$ cat src/rtl/dot_mac_seq_pkg.sv
// Shared definitions for the dot-product sequencer and its L_mac datapath.
package dot_mac_seq_pkg;

  typedef enum logic [2:0] {
    IDLE    = 3'd0,
    FETCH   = 3'd1,
    ISSUE   = 3'd2,
    WAIT    = 3'd3,
    CAPTURE = 3'd4,
    DONE    = 3'd5
  } state_t;

  localparam int unsigned LAT_DEFAULT = 4;

  localparam logic [31:0] MAX_32 = 32'h7FFF_FFFF;
  localparam logic [31:0] MIN_32 = 32'h8000_0000;

  // True when a 32-bit accumulator sits on either saturation rail.
  function automatic logic is_rail(input logic [31:0] v);
    return (v == MAX_32) || (v == MIN_32);
  endfunction

endpackage

$ cat src/rtl/dot_mac_seq_l_mac.sv
// Pipelined saturating L_mac: out = L_add(c, L_mult(a, b)), DEPTH cycles from a/b/c to out.
// DEPTH must be at least 2 (input register plus at least one output stage).
module dot_mac_seq_l_mac
  import dot_mac_seq_pkg::*;
#(
  parameter int unsigned DEPTH = LAT_DEFAULT
) (
  input  logic        clk,
  input  logic        reset,
  input  logic [15:0] a,
  input  logic [15:0] b,
  input  logic [31:0] c,
  output logic [31:0] out
);

  logic [15:0]        a_q;
  logic [15:0]        b_q;
  logic [31:0]        c_q;
  logic signed [31:0] prod;
  logic               mult_ovf;
  logic [31:0]        mult;
  logic [32:0]        sum;
  logic               add_ovf;
  logic [31:0]        mac;
  logic [31:0]        pipe [DEPTH-1];

  // L_mult (doubling with the single -32768*-32768 overflow) followed by saturating L_add.
  always_comb begin
    prod     = $signed({{16{a_q[15]}}, a_q}) * $signed({{16{b_q[15]}}, b_q});
    mult_ovf = (prod == 32'sh4000_0000);
    mult     = mult_ovf ? MAX_32 : {prod[30:0], 1'b0};
    sum      = {c_q[31], c_q} + {mult[31], mult};
    add_ovf  = sum[32] ^ sum[31];
    if (add_ovf) begin
      mac = sum[32] ? MIN_32 : MAX_32;
    end else begin
      mac = sum[31:0];
    end
  end

  // Input register, then DEPTH-1 stages delivering the result.
  always_ff @(posedge clk) begin
    if (reset) begin
      a_q <= '0;
      b_q <= '0;
      c_q <= '0;
      for (int i = 0; i < int'(DEPTH) - 1; i++) begin
        pipe[i] <= '0;
      end
    end else begin
      a_q     <= a;
      b_q     <= b;
      c_q     <= c;
      pipe[0] <= mac;
      for (int i = 1; i < int'(DEPTH) - 1; i++) begin
        pipe[i] <= pipe[i-1];
      end
    end
  end

  assign out = pipe[DEPTH-2];

endmodule

$ cat src/rtl/dot_mac_seq.sv
// Dot-product sequencer: one L_mac per term, each saturated result fed back as the next accumulator.
module dot_mac_seq
  import dot_mac_seq_pkg::*;
#(
  parameter int unsigned AW  = 10,
  parameter int unsigned LW  = 8,
  parameter int unsigned LAT = LAT_DEFAULT
) (
  input  logic          clk,
  input  logic          reset,
  input  logic          start,
  input  logic [LW-1:0] len,
  input  logic [AW-1:0] x_base,
  input  logic [AW-1:0] y_base,
  input  logic [31:0]   acc_init,
  output logic          rd_en,
  output logic [AW-1:0] x_addr,
  output logic [AW-1:0] y_addr,
  input  logic [15:0]   x_data,
  input  logic [15:0]   y_data,
  output logic          busy,
  output logic          done,
  output logic [31:0]   result,
  output logic          sat
);

  localparam int unsigned CW = (LAT > 2) ? $clog2(LAT - 1) : 1;

  state_t        state, state_d;
  logic [CW-1:0] cnt, cnt_d;
  logic [LW-1:0] k, k_d;
  logic [LW-1:0] n, n_d;
  logic [AW-1:0] xb, xb_d;
  logic [AW-1:0] yb, yb_d;
  logic [31:0]   acc, acc_d;
  logic [31:0]   result_d;
  logic          sat_d;
  logic          rd_en_d;
  logic [AW-1:0] x_addr_d, y_addr_d;
  logic          busy_d;
  logic          done_d;
  logic          more_terms;
  logic [15:0]   mac_a, mac_b;
  logic [31:0]   mac_c;
  logic [31:0]   mac_out;

  dot_mac_seq_l_mac #(
    .DEPTH (LAT)
  ) u_l_mac (
    .clk   (clk),
    .reset (reset),
    .a     (mac_a),
    .b     (mac_b),
    .c     (mac_c),
    .out   (mac_out)
  );

  assign more_terms = ((LW+1)'(k) + (LW+1)'(1)) < (LW+1)'(n);

  // Next-state and next-output logic; registered outputs are prepared one cycle ahead.
  always_comb begin
    state_d  = state;
    cnt_d    = cnt;
    k_d      = k;
    n_d      = n;
    xb_d     = xb;
    yb_d     = yb;
    acc_d    = acc;
    result_d = result;
    sat_d    = sat;
    rd_en_d  = 1'b0;
    x_addr_d = x_addr;
    y_addr_d = y_addr;
    busy_d   = busy;
    done_d   = 1'b0;
    mac_a    = '0;
    mac_b    = '0;
    mac_c    = '0;

    unique case (state)
      IDLE: begin
        if (start) begin
          sat_d  = 1'b0;
          busy_d = 1'b1;
          if (len != '0) begin
            n_d      = len;
            xb_d     = x_base;
            yb_d     = y_base;
            acc_d    = acc_init;
            k_d      = '0;
            rd_en_d  = 1'b1;
            x_addr_d = x_base;
            y_addr_d = y_base;
            state_d  = FETCH;
          end else begin
            result_d = acc_init;
            done_d   = 1'b1;
            state_d  = DONE;
          end
        end
      end
      FETCH: begin
        state_d = ISSUE;
      end
      ISSUE: begin
        mac_a   = x_data;
        mac_b   = y_data;
        mac_c   = acc;
        cnt_d   = CW'(LAT - 2);
        state_d = WAIT;
      end
      WAIT: begin
        if (cnt == '0) begin
          state_d = CAPTURE;
          // Read for the next term lands in the CAPTURE cycle so data is ready at ISSUE.
          if (more_terms) begin
            rd_en_d  = 1'b1;
            x_addr_d = xb + AW'(k) + AW'(1);
            y_addr_d = yb + AW'(k) + AW'(1);
          end
        end else begin
          cnt_d = cnt - CW'(1);
        end
      end
      CAPTURE: begin
        acc_d = mac_out;
        if (is_rail(mac_out)) begin
          sat_d = 1'b1;
        end
        if (more_terms) begin
          k_d     = k + LW'(1);
          state_d = ISSUE;
        end else begin
          result_d = mac_out;
          done_d   = 1'b1;
          state_d  = DONE;
        end
      end
      DONE: begin
        busy_d  = 1'b0;
        state_d = IDLE;
      end
      default: begin
        state_d = IDLE;
      end
    endcase
  end

  // State and output registers.
  always_ff @(posedge clk) begin
    if (reset) begin
      state  <= IDLE;
      cnt    <= '0;
      k      <= '0;
      n      <= '0;
      xb     <= '0;
      yb     <= '0;
      acc    <= '0;
      result <= '0;
      sat    <= 1'b0;
      rd_en  <= 1'b0;
      x_addr <= '0;
      y_addr <= '0;
      busy   <= 1'b0;
      done   <= 1'b0;
    end else begin
      state  <= state_d;
      cnt    <= cnt_d;
      k      <= k_d;
      n      <= n_d;
      xb     <= xb_d;
      yb     <= yb_d;
      acc    <= acc_d;
      result <= result_d;
      sat    <= sat_d;
      rd_en  <= rd_en_d;
      x_addr <= x_addr_d;
      y_addr <= y_addr_d;
      busy   <= busy_d;
      done   <= done_d;
    end
  end

endmodule

$ cat config.mk
export PLATFORM = sky130hd
export DESIGN_NAME = dot_mac_seq
export DESIGN_NICKNAME = d
export VERILOG_FILES = /design/src/rtl/dot_mac_seq_pkg.sv /design/src/rtl/dot_mac_seq_l_mac.sv /design/src/rtl/dot_mac_seq.sv
export SDC_FILE = /design/constraint.sdc
export NUM_CORES = 1
export LEC_CHECK = 0
export CORE_MARGIN = 2
export CORE_UTILIZATION = 61
export CTS_CLUSTER_SIZE = 8
export DETAILED_ROUTE_END_ITERATION = 8
export PLACE_DENSITY_LB_ADDON = 0.15
export SYNTH_ARGS = -nofsm -noshare
export SYNTH_HDL_FRONTEND = slang
export SYNTH_SLANG_ARGS = --single-unit
$ cat constraint.sdc
create_clock -name clk -period 13.4 [get_ports clk]
set_input_delay 1.34 -clock clk [delete_from_list [all_inputs] [get_ports clk]]
set_output_delay 1.34 -clock clk [all_outputs]
set_load 0.01 [all_outputs]
# Word level (Yosys, flattened, before mapping)
# Memory sizes are Yosys's and may differ from the RTL's.
# Cells that the tools add are included.
[word_totals]
ff_bits = 193
mem_bits_rw = 96
inputBits = 95
output_inout_bits = 56
wordCells = 119
mem_count = 1
[mem_list]
columns = ["memory", "depth", "width", "read_ports", "rd_ports_with_merged_regs", "write_ports", "line", "source"]
rows = [
  ["u_l_mac.pipe", 3, 32, 3, 0, 3, "dot_mac_seq_l_mac.sv:25", "logic [31:0] pipe [DEPTH-1];"],
]
[op_classes]
addsub = 8
multipliers = 1
magnitude_cmp = 1
n_eq_ne = 17
mux = 51
n_bitwise = 5
reduce_logical = 18
[op_table]
columns = ["cell", "n"]
rows = [
  ["2-to-1 mux 32 bit", 11],
  ["one-hot mux 32 bit (2 select lines)", 2],
  ["2-to-1 mux 10 bit", 8],
  ["== test 32 bit, second input constant", 2],
  ["one-hot mux 10 bit (2 select lines)", 2],
  ["adder 32 x 32 -> 33 bit", 1],
  ["== test 32 x 31 -> 1 bit, second input constant", 1],
  ["multiplier 16 x 16 -> 32 bit", 1],
  ["2-to-1 mux 8 bit", 3],
  ["adder 10 x 1 -> 10 bit, second input constant", 2],
  ["adder 10 x 8 -> 10 bit", 2],
  ["!= test 2 bit, second input constant", 9],
  ["one-hot mux 8 bit (2 select lines)", 1],
  ["one-hot mux 3 bit (5 select lines)", 1],
  ["2-to-1 mux 1 bit", 13],
  ["2-to-1 mux 3 bit", 4],
  ["adder 8 x 1 -> 9 bit, second input constant", 1],
  ["less-than comparator 9 x 8 -> 1 bit", 1],
  ["AND reduction 3 bit", 3],
  ["adder 8 x 1 -> 8 bit, second input constant", 1],
  ["one-hot mux 1 bit (2 select lines)", 4],
  ["AND reduction 4 bit", 2],
  ["nonzero test 2 bit", 4],
  ["nonzero test 8 bit", 1],
  ["other kinds (15)", 21],
]

# Depth between registers and ports, before layout
[logic_depth]
word_depth = 7
ltp_mapped = 38
depth_no_buf = 33

# By module
# From an unflattened synthesis, not the netlist that was laid out.
[hier_totals]
cells_unflattened = 2506
hier_area_um2 = 23177.2
[modules_own_cells]
columns = ["mod", "instances", "cells_each", "area_per_inst_um2", "seq_area_each_um2"]
rows = [
  ["dot_mac_seq_l_mac", 1, 1692, 16191.8, 3203.1],
  ["dot_mac_seq", 1, 814, 6985.4, 2582.5],
]

# Least setup slack after synthesis
# OpenSTA, ideal clock, no wires.
[synth_timing]
kind = "register -> register"
start = "register u_l_mac.a_q[15]"
end = "memory u_l_mac.pipe[0][15]"
setup_time_ns = 0.138
arrival_ns = 9.434
required_time_ns = 13.262
path_slack_ns = 3.828
stages_incl_launch_ff = 33
n_path_buf = 5
period_less_slack_ns = 9.572
path_cell_list = "dfxtp_1 -> clkbuf_1 -> nand2_1 -> fa_1 -> inv_1 -> fa_1 -> fa_1 -> fa_1 -> fa_1 -> fa_1 -> ha_1 -> clkbuf_1 -> a21oi_1 -> o21ai_1 -> a221o_1 -> a21o_1 -> or3b_1 -> a2111o_1 -> or4b_4 -> buf_6 -> buf_8 -> nand2_2 -> ha_1 -> and4_1 -> nand2_1 -> or4b_2 -> nand3_1 -> a21oi_1 -> o21ai_0 -> nor2_1 -> a31oi_1 -> clkbuf_1 -> o32ai_1"
[synth_lines]
columns = ["item", "line", "source"]
rows = [
  ["from (decl)", "dot_mac_seq_l_mac.sv:16", "logic [15:0] a_q;"],
  ["from (signal assigned)", "dot_mac_seq_l_mac.sv:44", "a_q <= '0;"],
  ["from (signal assigned)", "dot_mac_seq_l_mac.sv:51", "a_q <= a;"],
  ["to (decl)", "dot_mac_seq_l_mac.sv:25", ""],
]

==> flow_metrics.tcl <==
set metrics [dict create \
    antenna_cells 0 \
    synth_seq_area_share_pct 25.7 \
    maxCapViolations 0 \
    reg2reg_depth 31 \
    drive_above_1_share_pct 3.95 \
    hold_path_end "u_l_mac.pipe[0][70]$_SDFF_PP0_" \
    final-instance-count-excl-fill 3028 \
    viasPerCell 5.71 \
    gr-total-overflow 0 \
    cts_tree "done" \
    routedWlPerCell_um 17.8 \
    grt_pass1_vias 18200 \
    min_period_ps 11330 \
    required_ps 13760 \
    post_cts_buffers 0 \
    clkLatencyLatePin_ps 580 \
    report.final.slew_viol_count 0 \
    hold_violations 0 \
    core_um2 36500 \
    synth_edf_count 0 \
    slowest_delay_ps 900 \
    cts_sinks 289 \
    cpMostUsedCell "fa_1" \
    synth_top_area_cell "dfxtp_1" \
    start_kind "flip-flop" \
    synth-main-ff-cell "dfxtp_1" \
    hp-class "reg2reg" \
    hpwlAfterDp_mm 40.7 \
    ctsHoldBuffers 0 \
    async_flop_share_pct 0 \
    hold_depth 1 \
    dp_cells 2977 \
    antenna_found_initial 0 \
    ir_drop_mv 0.122 \
    setup-violations-final 0 \
    yosys_warnings 0 \
    cts_buffers 43 \
    grt_pass1_wl_mm 91.8 \
    critPathCaptureType "flip-flop" \
    drtPass1Iterations 7 \
    p_per_area_nw_per_um2 87.5 \
    status "complete, no violations" \
    postRouteAntennaNets 0 \
    via_count 17300 \
    ys_seq_elements 289 \
    dieArea_um2 38500 \
    crit_arrival_ps 11690 \
    max_slew.worst_pin.slew_ps 1160 \
    die_x_um 196 \
    clk_pin_slew_ps 50 \
    fin_area_um2 25500 \
    synth_commonest_cells "dfxtp_1, inv_1, fa_1" \
    r2r_slack_ps 2070 \
    yosysMostFrequentCell "dfxtp_1" \
    crit_fanout 31 \
    holdCritStartpoint "u_l_mac.pipe[0][38]$_SDFF_PP0_" \
    synth_area_um2 22500 \
    fp.dieH_um 196 \
    syn_inst 2468 \
    p_leak_nw 11.6 \
    port_buffers 150 \
    syn_area_per_cell_um2 9.13 \
    tns_ps 0 \
    fin_worst_skew_ps 26.0 \
    finalNetCount 3053 \
    synth_cell_types 80 \
    netlist.area_leader.share_pct 25.7 \
    grt_usage_pct 29.4 \
    r2r-start "u_l_mac.a_q[8]$_SDFF_PP0_" \
    drt_iter0_drc 906 \
    grt_max_degree 81 \
    io_pins 151 \
    initial_core_util_pct 61.7 \
    max_clock_freq_ghz 0.0883 \
    yosys-top-cells-area "dfxtp_1, fa_1, ha_1" \
    area_delta_synth_final_pct 13.0 \
    synth_fp_nets 2967 \
    worstSetupPathType "reg2reg" \
    r2r_end "u_l_mac.pipe[0][22]$_SDFF_PP0_" \
    wl_mm 53.9 \
    htreeDepth 2 \
    gp_congestion 0.910 \
    rows 70 \
    finalCoreUtilization_pct 69.7 \
    cts-root-buf "clkbuf_16" \
    crit_slowest_cell "o21ai_2" \
    place_area_um2 24300 \
    cts.path.max_buffers 3 \
    total_power_mw 2.23 \
    relSlewSlack_pct 22.6 \
    drc 0 \
    fill_cells 2807 \
    fin_crit_sh_pct 84.5 \
    rsz0062_at_grt "no" \
    cts_resized 0 \
]
==> cell usage in the layout, fill, tap and decap left out, types with 12 or more instances in the layout <==
cell and count:
xor2_1 20, o22ai_1 28, nand4_1 18, clkbuf_16 43, nor4_1 14, inv_1 275
mux2i_1 41, nor2_1 152, fa_1 265, nor2b_1 75, nand2b_1 16, a21o_1 30
nand2_1 254, clkdlybuf4s50_1 149, and3_1 18, nand2_2 12, o21ai_0 55, a21oi_1 112
ha_1 139, and2_1 200, a211oi_1 87, xnor2_1 44, a311oi_1 14, dfxtp_1 289
nor3_1 18, nand3_1 24
==> registers in the layout, indices dropped and copies added, names as in the netlist, 2 cells and up <==
name	flops
acc	32
x_addr	10
u_l_mac.pipe	96
result	32
xb	10
n	8
k	8
yb	10
u_l_mac.b_q	16
u_l_mac.c_q	32
cnt	2
state	3
u_l_mac.a_q	16
y_addr	10
==> per-layer routing <==
| metal | GRT usage [%] | share of wire [%] | vias up |
|---|---|---|---|
| met5 | 0 | 0 | - |
| met4 | 8.39 | 2.1 | 0 |
| met3 | 4.61 | 5.1 | 82 |
| met2 | 48.0 | 47 | 494 |
| met1 | 40.7 | 46 | 8432 |
| li1 | - | - | 8297 |
==> per-stage QoR <==
step	setup slack, ps	hold slack (ps)
global route	1390	444
global placement	2610	416
finish	2070	432
detailed placement	2370	421
floorplan	3830	414
CTS	2190	438
==> cell families after synthesis <==
family          count (synthesis)  share of synthesized area [%]
simple gates                  833                           18.6
compound gates                442                           13.3
fa+ha+maj                     404                           31.3
buf+inv                       393                           6.69
flops                         289                           25.7
xor+xnor                       66                           2.66
mux                            41                           1.82
==> power breakdown <==
| part | leakage (nW) | switching (mW) | internal, mW |
|---|---|---|---|
| sequential | 2.35 | 0.0382 | 0.905 |
| combinational | 8.68 | 0.161 | 0.130 |
| clock | 0.587 | 0.400 | 0.594 |
==> critical path: cells and delay by family (launching register included) <==
| kind | cells | cell delay [ps] |
|---|---|---|
| DFF | 1 | 760 |
| buffers and inverters | 5 | 260 |
| adders and majority gates | 8 | 3660 |
| AOI/OAI and AO/OA | 9 | 3650 |
| and+or+nand+nor | 9 | 2680 |
==> final cells by class <==
| class | instances | area (um^2) | area share [%] |
|---|---|---|---|
| clock buffers | 45 | 1080 | 4.25 |
| clock inverters | 6 | 124 | 0.486 |
| inverters | 275 | 1030 | 4.05 |
| multi-input cells | 1786 | 15300 | 60.0 |
| flip-flops and latches | 289 | 5790 | 22.7 |
| well taps | 468 | 586 | 2.30 |
| repair buffers | 159 | 1570 | 6.17 |
==> worst max-delay path by stage <==
stage,startpoint,to,slack (ps),cells after the start
after floorplan,u_l_mac.a_q[15]$_SDFF_PP0_,u_l_mac.pipe[0][15]$_SDFF_PP0_,3830,32
after global placement,u_l_mac.b_q[1]$_SDFF_PP0_,u_l_mac.pipe[0][15]$_SDFF_PP0_,2610,31
after detailed placement,u_l_mac.b_q[2]$_SDFF_PP0_,u_l_mac.pipe[0][28]$_SDFF_PP0_,2370,29
after CTS,u_l_mac.a_q[9]$_SDFF_PP0_,u_l_mac.pipe[0][22]$_SDFF_PP0_,2190,31
after global routing,u_l_mac.a_q[10]$_SDFF_PP0_,u_l_mac.pipe[0][22]$_SDFF_PP0_,1390,31
final,u_l_mac.a_q[8]$_SDFF_PP0_,u_l_mac.pipe[0][22]$_SDFF_PP0_,2070,31
No activity file was read; power rests on OpenSTA's default activity.
==> variant (same flow settings) <==
The output `done` loses its register stage (`done` becomes a continuous assignment).
--- a/src/rtl/dot_mac_seq.sv
+++ b/src/rtl/dot_mac_seq.sv
@@ -162,7 +162,6 @@
       x_addr <= '0;
       y_addr <= '0;
       busy   <= 1'b0;
-      done   <= 1'b0;
     end else begin
       state  <= state_d;
       cnt    <= cnt_d;
@@ -177,9 +176,10 @@
       x_addr <= x_addr_d;
       y_addr <= y_addr_d;
       busy   <= busy_d;
-      done   <= done_d;
     end
   end
 
+  assign done = done_d;
+
 endmodule
 
Function: changed (a bounded check fails within 4 cycles, from zero or initial values and one cycle with reset high).
==> variant against the unedited design <==
- worst setup slack better by 1300 ps
- sequential cell count is 1 lower
- area after synthesis is 0.52% lower
- wire length is 0.26% lower
- first-iteration DRC count is 12% higher
- cell area is 0.58% lower
- critical endpoint is now u_l_mac.pipe[0][11]$_SDFF_PP0_
- combinational power is 20% lower
- core utilization is 0.24 points lower
- power is 4.4% lower
- via count is 0.73% lower
==> variant: results (changes against the unedited design) <==
[status]
outcome = completed  ; unchanged

[synth]
synthTopCellsByArea = dfxtp_1, fa_1, ha_1  ; unchanged
yosysSeqAreaShare = 0.257  ; about the same
yosysUniqueCellTypes = 77  ; was 80
ys_warn_count = 0  ; unchanged
synthTopCellsByCount = dfxtp_1, inv_1, nand2_1  ; was dfxtp_1, inv_1, fa_1

[worst_setup_path]
cpPeakStageDelay_ps = 870  ; was 900 ps
cp.arrival_ps = 10490  ; was 11690 ps
slowest_stage = fa_1  ; was o21ai_2

[layout]
final_nets = 3043  ; was 3053
n_fill_cell = 2912  ; was 2807
layout-drive-gt1-share = 0.0349  ; was 0.0395

[power]
p_sw_uw = 540  ; was 599 uW
vdd_drop_max_mv = 0.123  ; was 0.122 mV
pg_comb_uw = 234  ; was 291 uW
leakage_nw = 11.9  ; was 11.6 nW
powerClk_uw = 968  ; was 994 uW
clkPwrFrac = 0.455  ; was 0.446

[global_routing]
groute.usage.overall = 0.294  ; about the same
grt_pass1_wl_um = 91300  ; was 91800 um
grt_antenna_before_repair = 1  ; was 0
grt_max_degree = 133  ; was 81
grt_pass1_vias = 17800  ; was 18200

[clocking]
cts_resized = 0  ; unchanged
cts_buffer_depth = 3  ; unchanged
numCtsBuffers = 42  ; was 43

[timing]
relSlewSlack = 0.159  ; was 0.226
finClkSkew_ps = 18.4  ; was 26.0 ps

[drt]
drt_wl_total_um = 53800  ; was 53900 um
drt_iter0_markers = 1018  ; was 906

[placed_design]
dp_hpwl_um = 40800  ; was 40700 um

-- variant: logic make-up (layout without fill, tap and decap cells) --
group	Yosys count	count (layout)	synth area share
and+or+nand+nor	854	854	0.192
AOI/OAI and AO/OA	425	425	0.129
adders and majority gates	404	404	0.314
buffers and inverters	385	481	0.0659
DFF	288	288	0.257
xor gates and xnor gates	62	62	0.0248
muxes	36	36	0.0161
-- variant: layer usage --
metal / up-vias / wire length (um) / GRT usage
met4: 2 / 1220 / 0.0805
met5: - / 13 / 0
met2: 499 / 25000 / 0.476
met1: 8364 / 24800 / 0.418
met3: 103 / 2760 / 0.0397
li1: 8211 / - / -
-- variant: final cells by class --
type,count,area (um^2),area share
clock buffers,48,1120,0.0444
flip-flops and latches,288,5770,0.228
repair buffers,159,1570,0.0620
clock inverters,2,50.0,0.00198
well taps,468,586,0.0231
inverters,272,1020,0.0403
multi-input cells,1781,15200,0.600
-- variant: final timing paths --
path,startpoint,slack [ps],endpoint,depth (start not counted)
min reg2reg,u_l_mac.pipe[0][31]$_SDFF_PP0_,430,u_l_mac.pipe[0][63]$_SDFF_PP0_,1
min,u_l_mac.pipe[0][31]$_SDFF_PP0_,430,u_l_mac.pipe[0][63]$_SDFF_PP0_,1
max,u_l_mac.b_q[2]$_SDFF_PP0_,3360,u_l_mac.pipe[0][11]$_SDFF_PP0_,31
max reg2reg,u_l_mac.b_q[2]$_SDFF_PP0_,3360,u_l_mac.pipe[0][11]$_SDFF_PP0_,31
-- variant: metrics by stage --
step                instance area, um^2  hold WS [ps]  worst slack (ps)  instances
global placement                  24100           424              3770       2968
detailed placement                24100           421              3430       2968
global route                      25300           441              2820       3018
CTS                               25300           430              3410       3018
floorplan                         22400           414              4490       2454
finish                            25300           429              3360       3018
